<file path="config.mk">
export PLATFORM = sky130hd
export DESIGN_NAME = serial_tx_scheduler_flat
export DESIGN_NICKNAME = d
export VERILOG_FILES = /design/src/rtl/serial_tx_scheduler_if.sv /design/src/rtl/serial_tx_scheduler.sv /design/src/flat_wrapper.sv
export SDC_FILE = /design/constraint.sdc
export NUM_CORES = 1
export LEC_CHECK = 0
export ABC_AREA = 1
export ABC_CLOCK_PERIOD_IN_PS = 2790
export BUFFER_PORTS_ARGS = -buffer_cell sky130_fd_sc_hd__buf_2
export CORE_MARGIN = 2
export CORE_UTILIZATION = 52
export CTS_CLUSTER_DIAMETER = 100
export CTS_CLUSTER_SIZE = 10
export DETAILED_ROUTE_END_ITERATION = 10
export PLACE_DENSITY = 0.82
export REMOVE_ABC_BUFFERS = 1
export SKIP_LAST_GASP = 1
export SYNTH_ARGS = -nofsm -noshare
export SYNTH_HDL_FRONTEND = slang
export SYNTH_SLANG_ARGS = --single-unit
</file>
<file path="constraint.sdc">
create_clock -name clk -period 2.79 [get_ports clk]
set_input_delay 0.279 -clock clk [delete_from_list [all_inputs] [get_ports clk]]
set_output_delay 0.279 -clock clk [all_outputs]
set_load 0.01 [all_outputs]
</file>
<file path="src/rtl/serial_tx_scheduler_if.sv">
// Request/shifter-control bundle between R requesters, the round-robin scheduler
// and the shared N-bit parallel-to-serial shifter.
interface serial_tx_scheduler_if #(
    parameter int N = 4,
    parameter int R = 2
);
    localparam int IDX_W = $clog2(N);

    logic [R-1:0]     req;
    logic [R*N-1:0]   req_data;
    logic [R-1:0]     req_dir;
    logic [R-1:0]     grant;
    logic             sh_load;
    logic             sh_dir;
    logic [N-1:0]     sh_data;
    logic             frame;
    logic [IDX_W-1:0] bit_idx;
    logic             done;
    logic             busy;

    // Requester side (drives requests, watches acknowledge and framing).
    modport master (
        output req, req_data, req_dir,
        input  grant, sh_load, sh_dir, sh_data, frame, bit_idx, done, busy
    );

    // Scheduler side.
    modport slave (
        input  req, req_data, req_dir,
        output grant, sh_load, sh_dir, sh_data, frame, bit_idx, done, busy
    );
endinterface

</file>
<file path="src/rtl/serial_tx_scheduler.sv">
// Round-robin arbiter that shares one N-bit parallel-to-serial shifter among R
// requesters: IDLE -> LOAD (1) -> SHIFT (N) -> GAP (GAP) -> IDLE.
module serial_tx_scheduler #(
    parameter int N   = 4,
    parameter int R   = 2,
    parameter int GAP = 1
) (
    input  logic                 clk,
    input  logic                 rst,
    serial_tx_scheduler_if.slave bus
);
    localparam int IDX_W = $clog2(N);
    localparam int PTR_W = $clog2(R);
    localparam logic [IDX_W-1:0] BIT_LAST = IDX_W'(N - 1);
    localparam logic [3:0]       GAP_LAST = (GAP > 0) ? 4'(GAP - 1) : 4'd0;

    typedef enum logic [1:0] {
        S_IDLE,
        S_LOAD,
        S_SHIFT,
        S_GAP
    } state_t;

    state_t            state_q, state_d;
    logic [PTR_W-1:0]  ptr_q, ptr_d;
    logic [PTR_W-1:0]  win_q, win_d;
    logic [N-1:0]      word_q, word_d;
    logic              dir_q, dir_d;
    logic [IDX_W-1:0]  cnt_q, cnt_d;
    logic [3:0]        gap_q, gap_d;
    logic [PTR_W-1:0]  pick;
    logic [N-1:0]      words [R];

    for (genvar i = 0; i < R; i++) begin : g_words
        assign words[i] = bus.req_data[i*N +: N];
    end

    // First requester at or after p, wrapping modulo R.
    function automatic logic [PTR_W-1:0] rr_pick(input logic [R-1:0] r,
                                                  input logic [PTR_W-1:0] p);
        logic [PTR_W-1:0] w;
        logic             hit;
        int               idx;
        w   = p;
        hit = 1'b0;
        for (int k = 0; k < R; k++) begin
            idx = (int'(p) + k) % R;
            if (!hit && r[PTR_W'(idx)]) begin
                w   = PTR_W'(idx);
                hit = 1'b1;
            end
        end
        return w;
    endfunction

    function automatic logic [PTR_W-1:0] rr_next(input logic [PTR_W-1:0] p);
        return (p == PTR_W'(R - 1)) ? '0 : p + 1'b1;
    endfunction

    assign pick = rr_pick(bus.req, ptr_q);

    always_ff @(posedge clk) begin
        if (rst) begin
            state_q <= S_IDLE;
            ptr_q   <= '0;
            win_q   <= '0;
            word_q  <= '0;
            dir_q   <= 1'b0;
            cnt_q   <= '0;
            gap_q   <= '0;
        end else begin
            state_q <= state_d;
            ptr_q   <= ptr_d;
            win_q   <= win_d;
            word_q  <= word_d;
            dir_q   <= dir_d;
            cnt_q   <= cnt_d;
            gap_q   <= gap_d;
        end
    end

    always_comb begin
        state_d = state_q;
        ptr_d   = ptr_q;
        win_d   = win_q;
        word_d  = word_q;
        dir_d   = dir_q;
        cnt_d   = cnt_q;
        gap_d   = gap_q;
        case (state_q)
            S_IDLE: begin
                // Arbitration and capture happen on the same edge; later req
                // changes cannot affect the frame in flight.
                if (|bus.req) begin
                    win_d   = pick;
                    ptr_d   = rr_next(pick);
                    word_d  = words[pick];
                    dir_d   = bus.req_dir[pick];
                    state_d = S_LOAD;
                end
            end
            S_LOAD: begin
                cnt_d   = '0;
                state_d = S_SHIFT;
            end
            S_SHIFT: begin
                if (cnt_q == BIT_LAST) begin
                    cnt_d   = '0;
                    gap_d   = '0;
                    state_d = (GAP > 0) ? S_GAP : S_IDLE;
                end else begin
                    cnt_d = cnt_q + 1'b1;
                end
            end
            S_GAP: begin
                if (gap_q == GAP_LAST) begin
                    gap_d   = '0;
                    state_d = S_IDLE;
                end else begin
                    gap_d = gap_q + 1'b1;
                end
            end
            default: state_d = S_IDLE;
        endcase
    end

    // Direction and word come straight from the capture registers so the
    // shifter's combinational output mux sees a stable direction all frame.
    assign bus.grant   = (state_q == S_LOAD) ? ({{(R-1){1'b0}}, 1'b1} << win_q) : '0;
    assign bus.sh_load = (state_q == S_LOAD);
    assign bus.sh_dir  = dir_q;
    assign bus.sh_data = word_q;
    assign bus.frame   = (state_q == S_SHIFT);
    assign bus.bit_idx = (state_q == S_SHIFT) ? cnt_q : '0;
    assign bus.done    = (state_q == S_SHIFT) && (cnt_q == BIT_LAST);
    assign bus.busy    = (state_q != S_IDLE);
endmodule

</file>
<file path="src/flat_wrapper.sv">
// flat-port wrapper written by rule: the top's interface ports become plain ports
module serial_tx_scheduler_flat 
#(
    parameter int N   = 4,
    parameter int R   = 2,
    parameter int GAP = 1
)
  (clk, rst, bus_req, bus_req_data, bus_req_dir, bus_grant, bus_sh_load, bus_sh_dir, bus_sh_data, bus_frame, bus_bit_idx, bus_done, bus_busy);
  serial_tx_scheduler_if #(.N(N), .R(R)) bus_i ();
  input  logic clk;
  input  logic rst;
  input wire logic [$bits(bus_i.req)-1:0] bus_req;
  input wire logic [$bits(bus_i.req_data)-1:0] bus_req_data;
  input wire logic [$bits(bus_i.req_dir)-1:0] bus_req_dir;
  output wire logic [$bits(bus_i.grant)-1:0] bus_grant;
  output wire logic [$bits(bus_i.sh_load)-1:0] bus_sh_load;
  output wire logic [$bits(bus_i.sh_dir)-1:0] bus_sh_dir;
  output wire logic [$bits(bus_i.sh_data)-1:0] bus_sh_data;
  output wire logic [$bits(bus_i.frame)-1:0] bus_frame;
  output wire logic [$bits(bus_i.bit_idx)-1:0] bus_bit_idx;
  output wire logic [$bits(bus_i.done)-1:0] bus_done;
  output wire logic [$bits(bus_i.busy)-1:0] bus_busy;
  assign bus_i.req = bus_req;
  assign bus_i.req_data = bus_req_data;
  assign bus_i.req_dir = bus_req_dir;
  assign bus_grant = bus_i.grant;
  assign bus_sh_load = bus_i.sh_load;
  assign bus_sh_dir = bus_i.sh_dir;
  assign bus_sh_data = bus_i.sh_data;
  assign bus_frame = bus_i.frame;
  assign bus_bit_idx = bus_i.bit_idx;
  assign bus_done = bus_i.done;
  assign bus_busy = bus_i.busy;
  serial_tx_scheduler #(.N(N), .R(R), .GAP(GAP)) u_core (.clk(clk), .rst(rst), .bus(bus_i));
endmodule
</file>
==> run summary, run 1 <==
status: completed
Final ANT Viol Nets: 0
leak pwr: 0.5515 nW
Die H: 43.61 um
layout cell share with drive strength beyond 1: 20.81%
r2r setup slk: 1.32 ns
Worst Tran Pin Value: 0.3873 ns
clock sink count: 15
pre-CTS setup slack: 1.338 ns
Seq pwr share: 39.6%
TritonCTS clock tree: yes
diode count: 0
Total GRT Usage: 20.67%
internal power: 477.2 uW
Yosys warnings: 0
Worst Path Max Fanout: 7
Comb pwr share: 44.9%
total wire length: 1.752 mm
fill cell count: 142
clk root buf: clkbuf_4
Die Area: 0.001902 mm^2
Net Sw Power: 364.7 uW
Worst Path Arrival: 1.35 ns
Layout area overhead: 21.01%
Max Root-Sink Buffers: 2
Hold Crit Start: rst
Site Rows: 14
WHS: 0.1975 ns
Clock Skews: 0.01231 ns
Fin. Hold Viols: 0
CP Cell Sequence: inv_1 -> ha_1 -> nand2_1 -> inv_1 -> buf_2
Finished Layout Cells: 165
CP max stage cell: dfxtp_1
number of top-level pins: 27
HP Class: in -> reg
clk slew on worst S/H paths: 0.10 ns
PD cells: 852.8 mW/mm^2
Post-Syn Instances: 120
setup_tns: 0 ns
Clock power frac: 15.4%
sequential fraction of the synthesis area: 36.81%
post-synth cell types: 12
GPL Wtd Cong: 0.8160
routed len/inst: 10.62 um
crit end category: output pin
RSZ-0062 raised after global routing: false
largest net degree at the start of global routing: 14
die width: 43.61 um
HPWL Detailed: 1.287 mm
synthesized flop and latch total: 15
H-tree levels: 1
# resized after CTS: 0
cts hold-fix bufs: 0
pins over their slew limit: 0
clk_lat worst skew: 0.29 ns
Post-CTS Setup Bufs: 0
antenna violations before repair: 0
core region area: 0.001489 mm^2
first-pass GRT wire length: 2.891 mm
CP startpoint kind: flop
fmax: 612.1 MHz
total congestion overflow: 0
CP delay by family, top: flip-flops
final setup vio count: 0
worst flop-to-flop path endpoint: u_core.state_q[0]
vias per cell: 4.909
placed instance count: 161
final worst setup slack: 1.156 ns
DR vias: 810
worst r2r src: u_core.state_q[0]
drt drc: 0
Avg Inst Size Synth: 6.798 um^2
Final nets: 172
hold worst-path end: u_core.gap_q[1]
Max stage delay on crit path: 0.40 ns
crit share post-route: 58.55%
worst setup path start: u_core.state_q[0]
Hold Path Depth: 2
Max-Cap Viols: 0
effective utilization at floorplan: 54.79%
Overall Power: 841.8 uW
Multi-input gate area: 435.4 um^2
vias in the first global route: 717
reg2reg path depth: 8
sw frac: 43.32%
WS Path Type: reg -> out
Cell Area, Synth: 815.8 um^2
Port Buf Inserts: 26
starting DRC count in detailed routing: 17
register area: 300.3 um^2
Buf/Inv on CP: 3
worst vdd rail ir drop: 0.4836 mV
drt first pass iters: 5
most used cell, CP: inv_1
total CTS buffers: 3
Crit path required time: 2.51 ns
Slew HR: 74.15%
fin crit period: 1.634 ns
power groups by stage:
stage | clock (mW) | sequential (mW) | combinational, mW
finish | 0.130 | 0.334 | 0.378
detailed placement | 0 | 0.335 | 0.375
global route | 0.136 | 0.343 | 0.442
floorplan | 0 | 0.337 | 0.251
global placement | 0 | 0.330 | 0.367
CTS | 0.126 | 0.332 | 0.381
sequential cells by signal (all words and copies together) (netlist names):
register and cells:
u_core.bus.sh_data 4, u_core.cnt_q 2, u_core.state_q 2, u_core.win_q 1
u_core.bus.sh_dir 1, u_core.ptr_q 1, u_core.gap_q 4
per-stage QoR:
| step | cell area [um^2] | utilization [%] |
|---|---|---|
| 3_3_place_gp | 960.9 | 64.54 |
| 5_1_grt | 987.2 | 66.30 |
| 4_1_cts | 987.2 | 66.30 |
| 6_report | 987.2 | 66.30 |
| 3_5_place_dp | 960.9 | 64.54 |
| 2_1_floorplan | 810.8 | - |
routing by layer:
layer | GRT usage (%) | routed length (um)
met5 | 0 | 0
met4 | 15.15 | 53
met3 | 3.750 | 76
met2 | 30.88 | 883
met1 | 26.42 | 738
cells in the mapped netlist:
cell type | n | area share, %
a21oi_1 | 9 | 5.5
buf_2 | 1 | 0.61
dfxtp_1 | 15 | 37
ha_1 | 8 | 12
inv_1 | 20 | 9.2
nand2_1 | 26 | 12
nand2_2 | 1 | 0.77
nand3_1 | 3 | 1.8
nor2_1 | 22 | 10
nor2_4 | 1 | 1.4
o21ai_0 | 12 | 7.4
xor2_1 | 2 | 2.1
cell families after synthesis:
group	share of synthesized area (%)
AO/OA/AOI/OAI	12.88
XOR/XNOR	2.148
adder cells (fa/ha/maj)	12.27
buffers and inverters	9.815
flip-flops	36.81
AND/OR/NAND/NOR	26.07
cell usage in the layout (no fill, tap or decap):
cell	netlist	layout
nand2_2	1	1
clkbuf_4	0	3
clkbuf_1	0	1
nand3_1	3	3
ha_1	8	8
inv_1	20	20
dfxtp_1	15	15
nand2_1	26	26
buf_2	1	26
xor2_1	2	2
nor2_1	22	22
a21oi_1	9	9
o21ai_0	12	12
nor2_4	1	1
worst max-delay path by stage:
stage,depth (start not counted),end,slack [ns]
after CTS,5,bus_done,1.17
final,5,bus_done,1.16
after global routing,5,bus_done,1.03
after global placement,8,u_core.state_q[0],1.40
after floorplan,8,u_core.state_q[0],1.43
after detailed placement,8,u_core.state_q[1],1.34
cell type report:
cell class              count  share of cell area, %
multi-input cells          84                  44.11
repair buffers             26                  13.18
clock buffers               4                  2.662
inverters                  20                  7.605
flip-flops and latches     15                  30.42
well taps                  16                  2.028
Power figures use the tool's default switching activity.
==> run 2, diff against run 1 <==
Settings changed: ABC_CLOCK_PERIOD_IN_PS 2790 to 1500, CORE_UTILIZATION 52 to 43, PLACE_DENSITY 0.82 to 0.72.
Clock period 2.79 ns to 1.5 ns, I/O delays scaled along.
==> run summary, run 2 (same netlist as run 1, synthesis figures left out) <==
status: completed
Port Buf Inserts: 26 (unchanged)
Total GRT Usage: 15.49% (-5.2 points)
total wire length: 1.713 mm (-2.2%)
worst setup path start: u_core.state_q[0]
WS Path Type: reg -> out
Overall Power: 1.565 mW (+86%)
effective utilization at floorplan: 46.24% (-8.5 points)
CP Cell Sequence: inv_1 -> ha_2 -> nand2_1 -> inv_1 -> buf_2
vias per cell: 4.466 (-9.0%)
Crit path required time: 1.35 ns (-1.16 ns)
Site Rows: 15 (+1)
vias in the first global route: 644 (-10%)
fill cell count: 185 (+30%)
Max Root-Sink Buffers: 2 (unchanged)
pins over their slew limit: 0 (unchanged)
first-pass GRT wire length: 2.470 mm (-15%)
DR vias: 777 (-4.1%)
crit share post-route: 93.53%
Clock Skews: 0.002210 ns (-0.01010 ns)
Max stage delay on crit path: 0.34 ns (-0.06 ns)
Seq pwr share: 39.0% (-0.6 points)
Fin. Hold Viols: 0 (unchanged)
Final ANT Viol Nets: 0 (unchanged)
Max-Cap Viols: 0 (unchanged)
HPWL Detailed: 1.349 mm (+4.8%)
worst vdd rail ir drop: 0.8661 mV (+79%)
Net Sw Power: 669.3 uW (+84%)
Final nets: 172 (unchanged)
total congestion overflow: 0 (unchanged)
CP max stage cell: dfxtp_2
Slew HR: 74.84% (+0.69 points)
register area: 301.5 um^2 (+0.42%)
Clock power frac: 14.7% (-0.7 points)
Comb pwr share: 46.4% (+1.5 points)
die width: 47.56 um (+9.0%)
Worst Path Arrival: 1.25 ns (-0.10 ns)
Hold Crit Start: rst
clk slew on worst S/H paths: 0.09 ns (about the same)
Multi-input gate area: 441.7 um^2 (+1.4%)
H-tree levels: 1 (unchanged)
setup_tns: 0 ns (unchanged)
leak pwr: 0.5508 nW (-0.14%)
starting DRC count in detailed routing: 11 (-6)
fmax: 712.8 MHz
CP startpoint kind: flop
clock sink count: 15 (unchanged)
GPL Wtd Cong: 0.8196 (+0.44%)
clk_lat worst skew: 0.27 ns (-0.02 ns)
most frequent cells in the layout: nand2_1 (26), buf_2 (26), nor2_1 (22)
core region area: 0.001764 mm^2 (+18%)
layout cell share with drive strength beyond 1: 22.82% (+2.0 points)
sw frac: 42.76% (-0.56 points)
PD cells: 1556 mW/mm^2 (+82%)
Worst Tran Pin Value: 0.3769 ns (-0.01037 ns)
HP Class: in -> reg
internal power: 896.0 uW (+88%)
crit end category: output pin
TritonCTS clock tree: yes
drt drc: 0 (unchanged)
final setup vio count: 0 (unchanged)
Layout area overhead: 23.31%
Die H: 47.56 um (+9.0%)
Die Area: 0.002261 mm^2 (+19%)
diode count: 0 (unchanged)
routed len/inst: 9.845 um (-7.3%)
fin crit period: 1.403 ns
most used cell, CP: inv_1
RSZ-0062 raised after global routing: false
Worst Path Max Fanout: 7 (unchanged)
clk root buf: clkbuf_4
number of top-level pins: 27 (unchanged)
worst r2r src: u_core.state_q[1]
largest net degree at the start of global routing: 14 (unchanged)
total CTS buffers: 3 (unchanged)
antenna violations before repair: 0 (unchanged)
drt first pass iters: 4 (-1)
-- run 2: cell counts in the layout (fill, tap and decap cells not counted) --
No cell type changed its count.
-- run 2: layer usage --
layer | track usage [%] | up-vias | part of all wire [%]
met5 | 0 | - | 0
met4 | 4.865 | 0 | 0.70
met3 | 4.906 | 2 | 4.3
met2 | 26.22 | 14 | 48
met1 | 18.72 | 333 | 47
li1 | - | 428 | -
-- run 2: path summary, 6_finish.rpt --
check,end,slack (ns),depth (start not counted)
worst max register to register,u_core.bus.sh_data[2],0.1,7
worst min register to register,u_core.win_q,0.48,2
worst max-delay path,bus_done,0.1,5
worst min-delay path,u_core.win_q,0.07,2
-- run 2: critical path, delay by kind of cell (launching register included) --
kind,cells,cell delay (ns)
DFF,1,0.34
buffers and inverters,3,0.28
adders and majority gates,1,0.25
and+or+nand+nor,1,0.11
-- run 2: layout make-up --
cell class	instances	area share (%)
inverters	20	7.463
repair buffers	26	12.94
well taps	25	3.109
flip-flops and latches	15	29.98
multi-input cells	84	43.91
clock buffers	4	2.612
-- run 2: power groups by stage --
stage / Clock [mW] / Combinational, mW / Sequential (mW)
final: 0.230 / 0.726 / 0.610
after detailed placement: 0 / 0.718 / 0.613
after CTS: 0.237 / 0.721 / 0.606
after global placement: 0 / 0.692 / 0.613
after floorplan: 0 / 0.467 / 0.626
after global routing: 0.257 / 0.825 / 0.626
-- run 2: per-stage QoR --
step	worst slack (ns)	hold WS, ns	utilization, %	std cells	area (um^2)
finish	0.09712	0.06882	57.02	174	1006
floorplan	0.1382	0.2191	-	119	810.8
CTS	0.01032	0.06243	56.60	174	998.5
detailed placement	0.02803	0.3657	55.11	170	972.2
global placement	0.1075	0.3628	55.11	170	972.2
global route	0.005295	0.05850	57.02	174	1006
-- run 2: what timing repair did --
action                                  4_1_cts  5_1_grt
hold buffers                                  0        0
setup buffers                                 0        0
gates resized for setup                       0        3
endpoints found under the setup margin        0        7
